File: config.mk
export PLATFORM = sky130hd
export DESIGN_NAME = lag_measure
export DESIGN_NICKNAME = d
export VERILOG_FILES = /design/src/rtl/lag_measure_pkg.sv /design/src/rtl/lag_measure_sync_debounce.sv /design/src/rtl/lag_measure.sv
export SDC_FILE = /design/constraint.sdc
export NUM_CORES = 1
export LEC_CHECK = 0
export BUFFER_PORTS_ARGS = -buffer_cell sky130_fd_sc_hd__buf_2
export CORE_ASPECT_RATIO = 2
export CORE_MARGIN = 2
export CORE_UTILIZATION = 40
export CTS_CLUSTER_SIZE = 28
export DETAILED_ROUTE_END_ITERATION = 8
export GPL_TIMING_DRIVEN = 1
export PLACE_DENSITY_LB_ADDON = 0.05
export SLEW_MARGIN = 20
export SYNTH_ARGS = -nofsm -noshare
export SYNTH_HDL_FRONTEND = slang
export SYNTH_SLANG_ARGS = --single-unit
File: constraint.sdc
create_clock -name clock -period 9.4 [get_ports clock]
set_clock_uncertainty 0.05 [all_clocks]
set_input_delay 1.41 -clock clock [delete_from_list [all_inputs] [get_ports clock]]
set_output_delay 1.41 -clock clock [all_outputs]
set_load 0.05 [all_outputs]
File: src/rtl/lag_measure_pkg.sv
// rtl/lag_measure_pkg.sv - shared widths, FSM states and helpers for the lag measurement block
package lag_measure_pkg;

  localparam int LAG_US_WIDTH = 17;

  typedef enum logic [1:0] {
    IDLE      = 2'd0,
    MEASURE   = 2'd1,
    WAIT_DARK = 2'd2
  } state_e;

  // A zero cycles-per-microsecond setting behaves as one cycle per microsecond.
  function automatic logic [7:0] eff_cpu(input logic [7:0] cpu);
    return (cpu == 8'd0) ? 8'd1 : cpu;
  endfunction

endpackage

File: src/rtl/lag_measure_sync_debounce.sv
// rtl/lag_measure_sync_debounce.sv - photodiode synchronizer with level-stability counter
// stable_high/stable_low assert once the current level has held for DEBOUNCE_CYCLES cycles.
module lag_measure_sync_debounce #(
  parameter int DEBOUNCE_CYCLES = 16
) (
  input  logic clock,
  input  logic reset_n,
  input  logic sensor,
  output logic sens_s,
  output logic rise,
  output logic stable_high,
  output logic stable_low
);

  localparam int CW = $clog2(DEBOUNCE_CYCLES + 1);
  localparam logic [CW-1:0] CMAX = CW'(DEBOUNCE_CYCLES);

  logic          sync1_q, sync1_d;
  logic          sync2_q, sync2_d;
  logic          prev_q, prev_d;
  logic [CW-1:0] run_q, run_d;

  // run_d is the length of the current level run including this cycle; it saturates at CMAX.
  always_comb begin
    sync1_d = sensor;
    sync2_d = sync1_q;
    prev_d  = sync2_q;
    run_d   = run_q;
    if (sync2_q != prev_q) begin
      run_d = CW'(1);
    end else if (run_q < CMAX) begin
      run_d = run_q + CW'(1);
    end
  end

  always_ff @(posedge clock or negedge reset_n) begin
    if (!reset_n) begin
      sync1_q <= 1'b0;
      sync2_q <= 1'b0;
      prev_q  <= 1'b0;
      run_q   <= '0;
    end else begin
      sync1_q <= sync1_d;
      sync2_q <= sync2_d;
      prev_q  <= prev_d;
      run_q   <= run_d;
    end
  end

  assign sens_s      = sync2_q;
  assign rise        = sync2_q & ~prev_q;
  assign stable_high = sync2_q & (run_d == CMAX);
  assign stable_low  = ~sync2_q & (run_d == CMAX);

endmodule

File: src/rtl/lag_measure.sv
// rtl/lag_measure.sv - times trigger-to-flash lag in microseconds and averages accepted samples
// Holds the measurement FSM, the microsecond prescaler and the running averager.
module lag_measure
  import lag_measure_pkg::*;
#(
  parameter int TIMEOUT_US       = 100000,
  parameter int DEBOUNCE_CYCLES  = 16,
  parameter int AVG_SAMPLES_LOG2 = 3
) (
  input  logic                        clock,
  input  logic                        reset_n,
  input  logic [7:0]                  cycles_per_us,
  input  logic                        starttrigger,
  input  logic                        sensor,
  output logic [LAG_US_WIDTH-1:0]     lag_us,
  output logic                        lag_valid,
  output logic [LAG_US_WIDTH-1:0]     avg_us,
  output logic                        avg_valid,
  output logic                        timeout,
  output logic [AVG_SAMPLES_LOG2-1:0] sample_count,
  output logic                        busy
);

  localparam int ACC_W = LAG_US_WIDTH + AVG_SAMPLES_LOG2;
  localparam logic [LAG_US_WIDTH-1:0] TIMEOUT_V = LAG_US_WIDTH'(TIMEOUT_US);
  localparam logic [AVG_SAMPLES_LOG2-1:0] CNT_LAST = '1;

  logic sens_s, rise, stable_high, stable_low;

  lag_measure_sync_debounce #(
    .DEBOUNCE_CYCLES(DEBOUNCE_CYCLES)
  ) u_sync (
    .clock      (clock),
    .reset_n    (reset_n),
    .sensor     (sensor),
    .sens_s     (sens_s),
    .rise       (rise),
    .stable_high(stable_high),
    .stable_low (stable_low)
  );

  state_e                      state_q, state_d;
  logic [7:0]                  presc_q, presc_d;
  logic [LAG_US_WIDTH-1:0]     us_q, us_d;
  logic [LAG_US_WIDTH-1:0]     cand_q, cand_d;
  logic [LAG_US_WIDTH-1:0]     lag_us_q, lag_us_d;
  logic                        lag_valid_q, lag_valid_d;
  logic [LAG_US_WIDTH-1:0]     avg_us_q, avg_us_d;
  logic                        avg_valid_q, avg_valid_d;
  logic                        timeout_q, timeout_d;
  logic [ACC_W-1:0]            acc_q, acc_d;
  logic [AVG_SAMPLES_LOG2-1:0] cnt_q, cnt_d;
  logic                        avg_pend_q, avg_pend_d;
  logic                        busy_q, busy_d;

  logic [7:0]              presc_max;
  logic [LAG_US_WIDTH-1:0] accept_us;

  always_comb begin
    state_d     = state_q;
    presc_d     = presc_q;
    us_d        = us_q;
    cand_d      = cand_q;
    lag_us_d    = lag_us_q;
    lag_valid_d = 1'b0;
    avg_us_d    = avg_us_q;
    avg_valid_d = 1'b0;
    timeout_d   = 1'b0;
    acc_d       = acc_q;
    cnt_d       = cnt_q;
    avg_pend_d  = avg_pend_q;
    presc_max   = eff_cpu(cycles_per_us) - 8'd1;
    // With a one-cycle debounce the candidate is accepted in its own rise cycle.
    accept_us   = rise ? us_q : cand_q;

    // >= lets a lowered cycles_per_us wrap immediately instead of running to 255.
    if (presc_q >= presc_max) begin
      presc_d = 8'd0;
      if (us_q != TIMEOUT_V) begin
        us_d = us_q + LAG_US_WIDTH'(1);
      end
    end else begin
      presc_d = presc_q + 8'd1;
    end

    if (avg_pend_q) begin
      avg_us_d    = acc_q[ACC_W-1:AVG_SAMPLES_LOG2];
      avg_valid_d = 1'b1;
      acc_d       = '0;
      avg_pend_d  = 1'b0;
    end

    case (state_q)
      IDLE: begin
        if (starttrigger) begin
          if (sens_s) begin
            state_d = WAIT_DARK;
          end else begin
            state_d = MEASURE;
            presc_d = 8'd0;
            us_d    = '0;
          end
        end
      end
      MEASURE: begin
        if (rise) begin
          cand_d = us_q;
        end
        if (us_q == TIMEOUT_V) begin
          timeout_d = 1'b1;
          state_d   = WAIT_DARK;
        end else if (stable_high) begin
          lag_us_d    = accept_us;
          lag_valid_d = 1'b1;
          acc_d       = acc_q + {{AVG_SAMPLES_LOG2{1'b0}}, accept_us};
          cnt_d       = cnt_q + 1'b1;
          if (cnt_q == CNT_LAST) begin
            avg_pend_d = 1'b1;
          end
          state_d = WAIT_DARK;
        end
      end
      WAIT_DARK: begin
        if (stable_low) begin
          state_d = IDLE;
        end
      end
      default: state_d = IDLE;
    endcase

    busy_d = (state_d != IDLE);
  end

  always_ff @(posedge clock or negedge reset_n) begin
    if (!reset_n) begin
      state_q     <= IDLE;
      presc_q     <= 8'd0;
      us_q        <= '0;
      cand_q      <= '0;
      lag_us_q    <= '0;
      lag_valid_q <= 1'b0;
      avg_us_q    <= '0;
      avg_valid_q <= 1'b0;
      timeout_q   <= 1'b0;
      acc_q       <= '0;
      cnt_q       <= '0;
      avg_pend_q  <= 1'b0;
      busy_q      <= 1'b0;
    end else begin
      state_q     <= state_d;
      presc_q     <= presc_d;
      us_q        <= us_d;
      cand_q      <= cand_d;
      lag_us_q    <= lag_us_d;
      lag_valid_q <= lag_valid_d;
      avg_us_q    <= avg_us_d;
      avg_valid_q <= avg_valid_d;
      timeout_q   <= timeout_d;
      acc_q       <= acc_d;
      cnt_q       <= cnt_d;
      avg_pend_q  <= avg_pend_d;
      busy_q      <= busy_d;
    end
  end

  assign lag_us       = lag_us_q;
  assign lag_valid    = lag_valid_q;
  assign avg_us       = avg_us_q;
  assign avg_valid    = avg_valid_q;
  assign timeout      = timeout_q;
  assign sample_count = cnt_q;
  assign busy         = busy_q;

endmodule
# Word-level counts from Yosys, hierarchy flattened
# Cells that the tools add are included.
# word_totals
inputBits,12
wordCells,75
output_inout_bits,41
register_bits,114
# op_classes
n_mux,33
n_reduce_logical,4
add_sub_neg,6
n_lt_le_gt_ge,2
eq_ne,7
bitwise_logic,6
# op_table
op,count
17-bit 2-to-1 mux,6
20-bit 2-to-1 mux,4
8-bit 2-to-1 mux,5
20-bit by 17-bit adder with 20-bit output,1
17-bit by 1-bit adder with 17-bit output (second input constant),1
17-bit == test (second input constant),1
17-bit != test (second input constant),1
1-bit 2-to-1 mux,10
2-bit 2-to-1 mux,5
5-bit 2-to-1 mux,2
8-bit by 1-bit adder with 8-bit output (second input constant),1
8-bit >= comparator,1
8-bit zero test,1
8-bit by 1-bit subtractor with 8-bit output (second input constant),1
2-bit one-hot mux with 3 select lines,1
5-bit by 1-bit adder with 5-bit output (second input constant),1
5-bit == test (second input constant),1
5-bit less-than comparator (second input constant),1
3-bit by 1-bit adder with 3-bit output (second input constant),1
1-bit bitwise AND,3
3-bit == test (second input constant),1
1-bit NOT,3
3-bit AND reduction,1
2-bit by 1-bit == test with 1-bit output (second input constant),1
other kinds (4),4

# Logic depth before layout (Yosys ltp)
# logic_depth
depth_word,9
ltp_mapped,16
ltp_nobuf,15

# Hierarchy
# Synthesis repeated with hierarchy kept, for this count alone.
# hier_totals
cells_unflattened,631
area_unflattened_um2,6202.2
# by_module_without_submodules
mod,area_each_um2,cells_per_inst,instances
lag_measure,5814.3,597,1
lag_measure_sync_debounce,387.9,34,1

# Worst setup path before layout
# OpenSTA, ideal clock, no wires.
# synth_timing
path_type,input port to flip-flop
startpoint,input cycles_per_us[3]
endpoint,register us_q[3]
slack_ps,5418
cell_stages,16
n_path_buf,1
arrival_ps,3787
cell_sequence,nor4_1 > nand2_1 > nor2_1 > nor2_1 > ha_1 > nand2_1 > nor3_1 > xnor2_1 > ha_1 > o211a_1 > a221oi_1 > o21ai_1 > clkbuf_1 > nand3b_1 > xor2_1 > nor2_1
# synth_via
elab_chain_cells,8
# synth_rtl
item,line,text
"start, declared",lag_measure.sv:12,"input logic [7:0] cycles_per_us,"
8-bit zero test,lag_measure_pkg.sv:14,return (cpu == 8'd0) ? 8'd1 : cpu;
8-bit 2-to-1 mux *,lag_measure_pkg.sv:14,
8-bit by 1-bit subtractor with 8-bit output *,lag_measure.sv:72,presc_max = eff_cpu(cycles_per_us) - 8'd1;
8-bit >= comparator *,lag_measure.sv:77,if (presc_q >= presc_max) begin
17-bit 2-to-1 mux *,lag_measure.sv:77,
17-bit 2-to-1 mux,lag_measure.sv:96,if (sens_s) begin
17-bit 2-to-1 mux,lag_measure.sv:95,if (starttrigger) begin
17-bit 2-to-1 mux *,lag_measure.sv:93,case (state_q)
via us_d[3],lag_measure.sv:44,"logic [LAG_US_WIDTH-1:0] us_q, us_d;"
"end signal, assigned",lag_measure.sv:152,us_q <= us_d;
"end, declared",lag_measure.sv:44,
# The timed path passes the listed nets; every way through them passes the cells marked *.
# A chain may end at the register's enable or synchronous reset.

# Final worst setup path
# layout_timing
startpoint,register u_sync.sync2_q (netlist: u_sync.sens_s)
endpoint,register acc_q[19]
# layout_via
elab_cells_between_ends,10
cone_classes,add/sub: 1; eq/ne: 2; mux: 5; bitwise: 2
# layout_lines
item,line,text
"start, declared",lag_measure_sync_debounce.sv:19,"logic sync2_q, sync2_d;"
"start signal, assigned",lag_measure_sync_debounce.sv:44,sync2_q <= sync2_d;
1-bit bitwise AND,lag_measure_sync_debounce.sv:51,assign rise = sync2_q & ~prev_q;
17-bit 2-to-1 mux,-,
via accept_us[1],lag_measure.sv:57,logic [LAG_US_WIDTH-1:0] accept_us;
20-bit by 17-bit adder with 20-bit output,lag_measure.sv:115,"acc_d = acc_q + {{AVG_SAMPLES_LOG2{1'b0}}, accept_us};"
20-bit 2-to-1 mux,lag_measure.sv:112,end else if (stable_high) begin
20-bit 2-to-1 mux,lag_measure.sv:109,if (us_q == TIMEOUT_V) begin
20-bit 2-to-1 mux,lag_measure.sv:93,
via acc_d[19],lag_measure.sv:51,"logic [ACC_W-1:0] acc_q, acc_d;"
"end signal, assigned",lag_measure.sv:145,acc_q <= '0;
"end signal, assigned",lag_measure.sv:159,acc_q <= acc_d;
"end, declared",lag_measure.sv:51,
# The timed path passes the listed nets, and every way through them passes these cells.

==> impl_metrics.ini <==
[routing]
drc = 0
viasPerCell = 4.97
finalWirelength_mm = 12.6
wl_per_cell_um = 14.7
firstDrtPassIters = 4
antenna_left = 0
dr_total_vias = 4261
drt_iter0_markers = 202

[timing]
fin_setup_tns_ps = 0
hold_viol_final = 0
finalCritPeriodShare = 0.435
setup_viol = 0
report.final.slew_viol_count = 0
whs_ps = 297
slew_headroom = 0.303
layout_setup_ws_ps = 5310
rsz0062_at_grt = false
period_needed_ps = 4090
worst_slew_pin_slew_ps = 1050
fmax_mhz = 245

[logic_synthesis]
yosysTopAreaCellShare = 0.480
async_flop_share = 1.00
avgSynthCellArea_um2 = 9.91
ys_seq_elements = 114
synth.distinct_cells = 56
ys_warn_count = 0
synth_top_area_cell = dfrtp_1
yosys-top-cells-area = dfrtp_1 48%, ha_1 6.9%, o21ai_0 4.8%, nand2_1 4.6%, xor2_1 4.0%
seq_area_frac_synth = 0.480
synth_top_flop_cell = dfrtp_1
synthCells = 600
synth_edf_count = 0
syn_nets = 646
syn_area_um2 = 5940

[floorplanning]
coreArea_um2 = 14700
die_h_um = 176
start_util = 0.405
die_area_um2 = 15900
die_w_um = 90.2
rows = 63
ios = 53

[critical_path]
crit_required_ps = 9640
worstSetupPathType = reg2reg
crit_path_max_fanout = 17
critPathLaunchType = register
cp-end-kind = register
arrival_ps = 4330

[layout]
diodes = 0
seq_area_um2 = 2850
fin_nets = 696
multi_input_area_um2 = 2870
fillCellCount = 1462
final_util = 0.478
areaGrowthSynthToFinish_pct = 17.8
final_area_um2 = 7000
instances_no_fill = 857
drive_gt1_frac = 0.172

[grt]
grt_usage = 0.169
grt_pass1_vias = 4216
grt_overflow_total = 0
grt_pass1_wl_mm = 21.3
grt_max_degree = 72
antenna_found_initial = 0

[placement]
dp_cells = 826
place_ws_ps = 5070
numPortBuffers = 52
placedInstanceArea_um2 = 6380
place.gp.congestion = 0.736
hpwl_mm = 8.55

[power_and_ir_drop]
vdd_drop_max_mv = 0.105
power_density_nw_per_um2 = 197
report.power.total_mw = 1.38
leakage_nw = 3.54

[clock_tree]
cts_tree = built
cts_resized = 0
clockRootBuffer = clkbuf_16
cts_max_level = 4
ctsLongestPathBuffers = 2
ctsHoldBuffers = 0
numClockSinks = 114
clkLatencyLatePin_ps = 420
cts_buffers = 17
path_clk_slew_ps = 50
postCtsSetupRepairBufs = 0

[status]
status = finished clean

[worst_hold_path]
hp-class = reg2reg

[job]
cap_violations = 0
==> Yosys cell counts (all sizes together) (2+ instances only) <==
cell and instances:
nand4b 2, dfrtp 114, or2 4, nor2 45, nor2b 6, nand2b 7, nand4 8, nor4b 5
mux2i 19, nor3b 2, o31ai 4, xnor2 16, ha 33, xor2 27, or3 2, a21oi 18
nand3b 18, a21o 4, nor3 5, and3 8, a221oi 2, and2 2, a211o 2, buf 8
o21a 2, inv 30, nand2 73, clkbuf 18, mux2 17, a21boi 2, a31oi 5, nand3 20
o21ai 58
==> placed cells by master, fill, tap and decap left out, types with 19 or more instances in the layout <==
cell     instances
buf_2           51
dfrtp_1        114
ha_1            33
inv_1           30
mux2i_1         19
nand2_1         73
nand3_1         20
nor2_1          45
o21ai_0         57
xor2_1          27
==> registers in the layout, indices dropped and copies added (netlist names) <==
name            flops
timeout             1
busy                1
lag_us             17
lag_valid           1
state_q             2
us_q               17
avg_valid           1
acc_q              20
avg_pend_q          1
sample_count        3
cand_q             17
u_sync.sync1_q      1
presc_q             8
avg_us             17
u_sync.run_q        5
u_sync.prev_q       1
u_sync.sens_s       1
==> critical path, cell delays in order, from the launching register on <==
cell and delay [ps]:
dfrtp_1 420, ha_1 870, mux2i_1 420, inv_1 140, ha_1 290, a21oi_1 210
nor2_1 100, o31ai_1 320, a21boi_1 240, a31oi_1 460, mux2i_1 130, a211o_2 310
==> path summary, 6_finish.rpt <==
kind,start,end,slack [ps],cells past startpoint
hold reg to reg,u_sync.sync1_q$_DFF_PN0_,u_sync.sens_s$_DFF_PN0_,300,0
max in group asynchronous,reset_n,us_q[5]$_DFF_PN0_,7110,2
min in group asynchronous,reset_n,acc_q[18]$_DFF_PN0_,1010,1
hold / removal,u_sync.sync1_q$_DFF_PN0_,u_sync.sens_s$_DFF_PN0_,300,0
setup reg to reg,u_sync.sens_s$_DFF_PN0_,acc_q[19]$_DFF_PN0_,5310,11
setup / recovery,u_sync.sens_s$_DFF_PN0_,acc_q[19]$_DFF_PN0_,5310,11
==> kinds of logic after synthesis <==
group / share of synthesized area
adders and majority gates: 0.0728
xor gates and xnor gates: 0.0634
DFF: 0.480
and+or+nand+nor: 0.178
AOI/OAI and AO/OA: 0.104
buffers and inverters: 0.0383
muxes: 0.0642
==> metal layers <==
metal  global-route usage  up-vias  share of wire
met3               0.0380       12          0.027
li1                     -     2175              -
met4               0.0731        0          0.015
met2                0.270       52           0.48
met5                    0        -              0
met1                0.221     2022           0.48
==> report_power, final <==
group | internal (mW) | leakage, nW | switching [mW]
sequential | 0.520 | 1.55 | 0.0403
combinational | 0.0612 | 1.70 | 0.0810
clock | 0.448 | 0.294 | 0.231
total | 1.03 | 3.54 | 0.352
==> area by class of cell <==
cell class | count | share of cell area
Tap cell | 195 | 0.0348
Timing Repair Buffer | 57 | 0.0429
Clock buffer | 18 | 0.0627
Sequential cell | 114 | 0.407
Inverter | 30 | 0.0161
Multi-Input combinational cell | 430 | 0.410
Clock inverter | 13 | 0.0266
(Power assumes the default switching activity.)
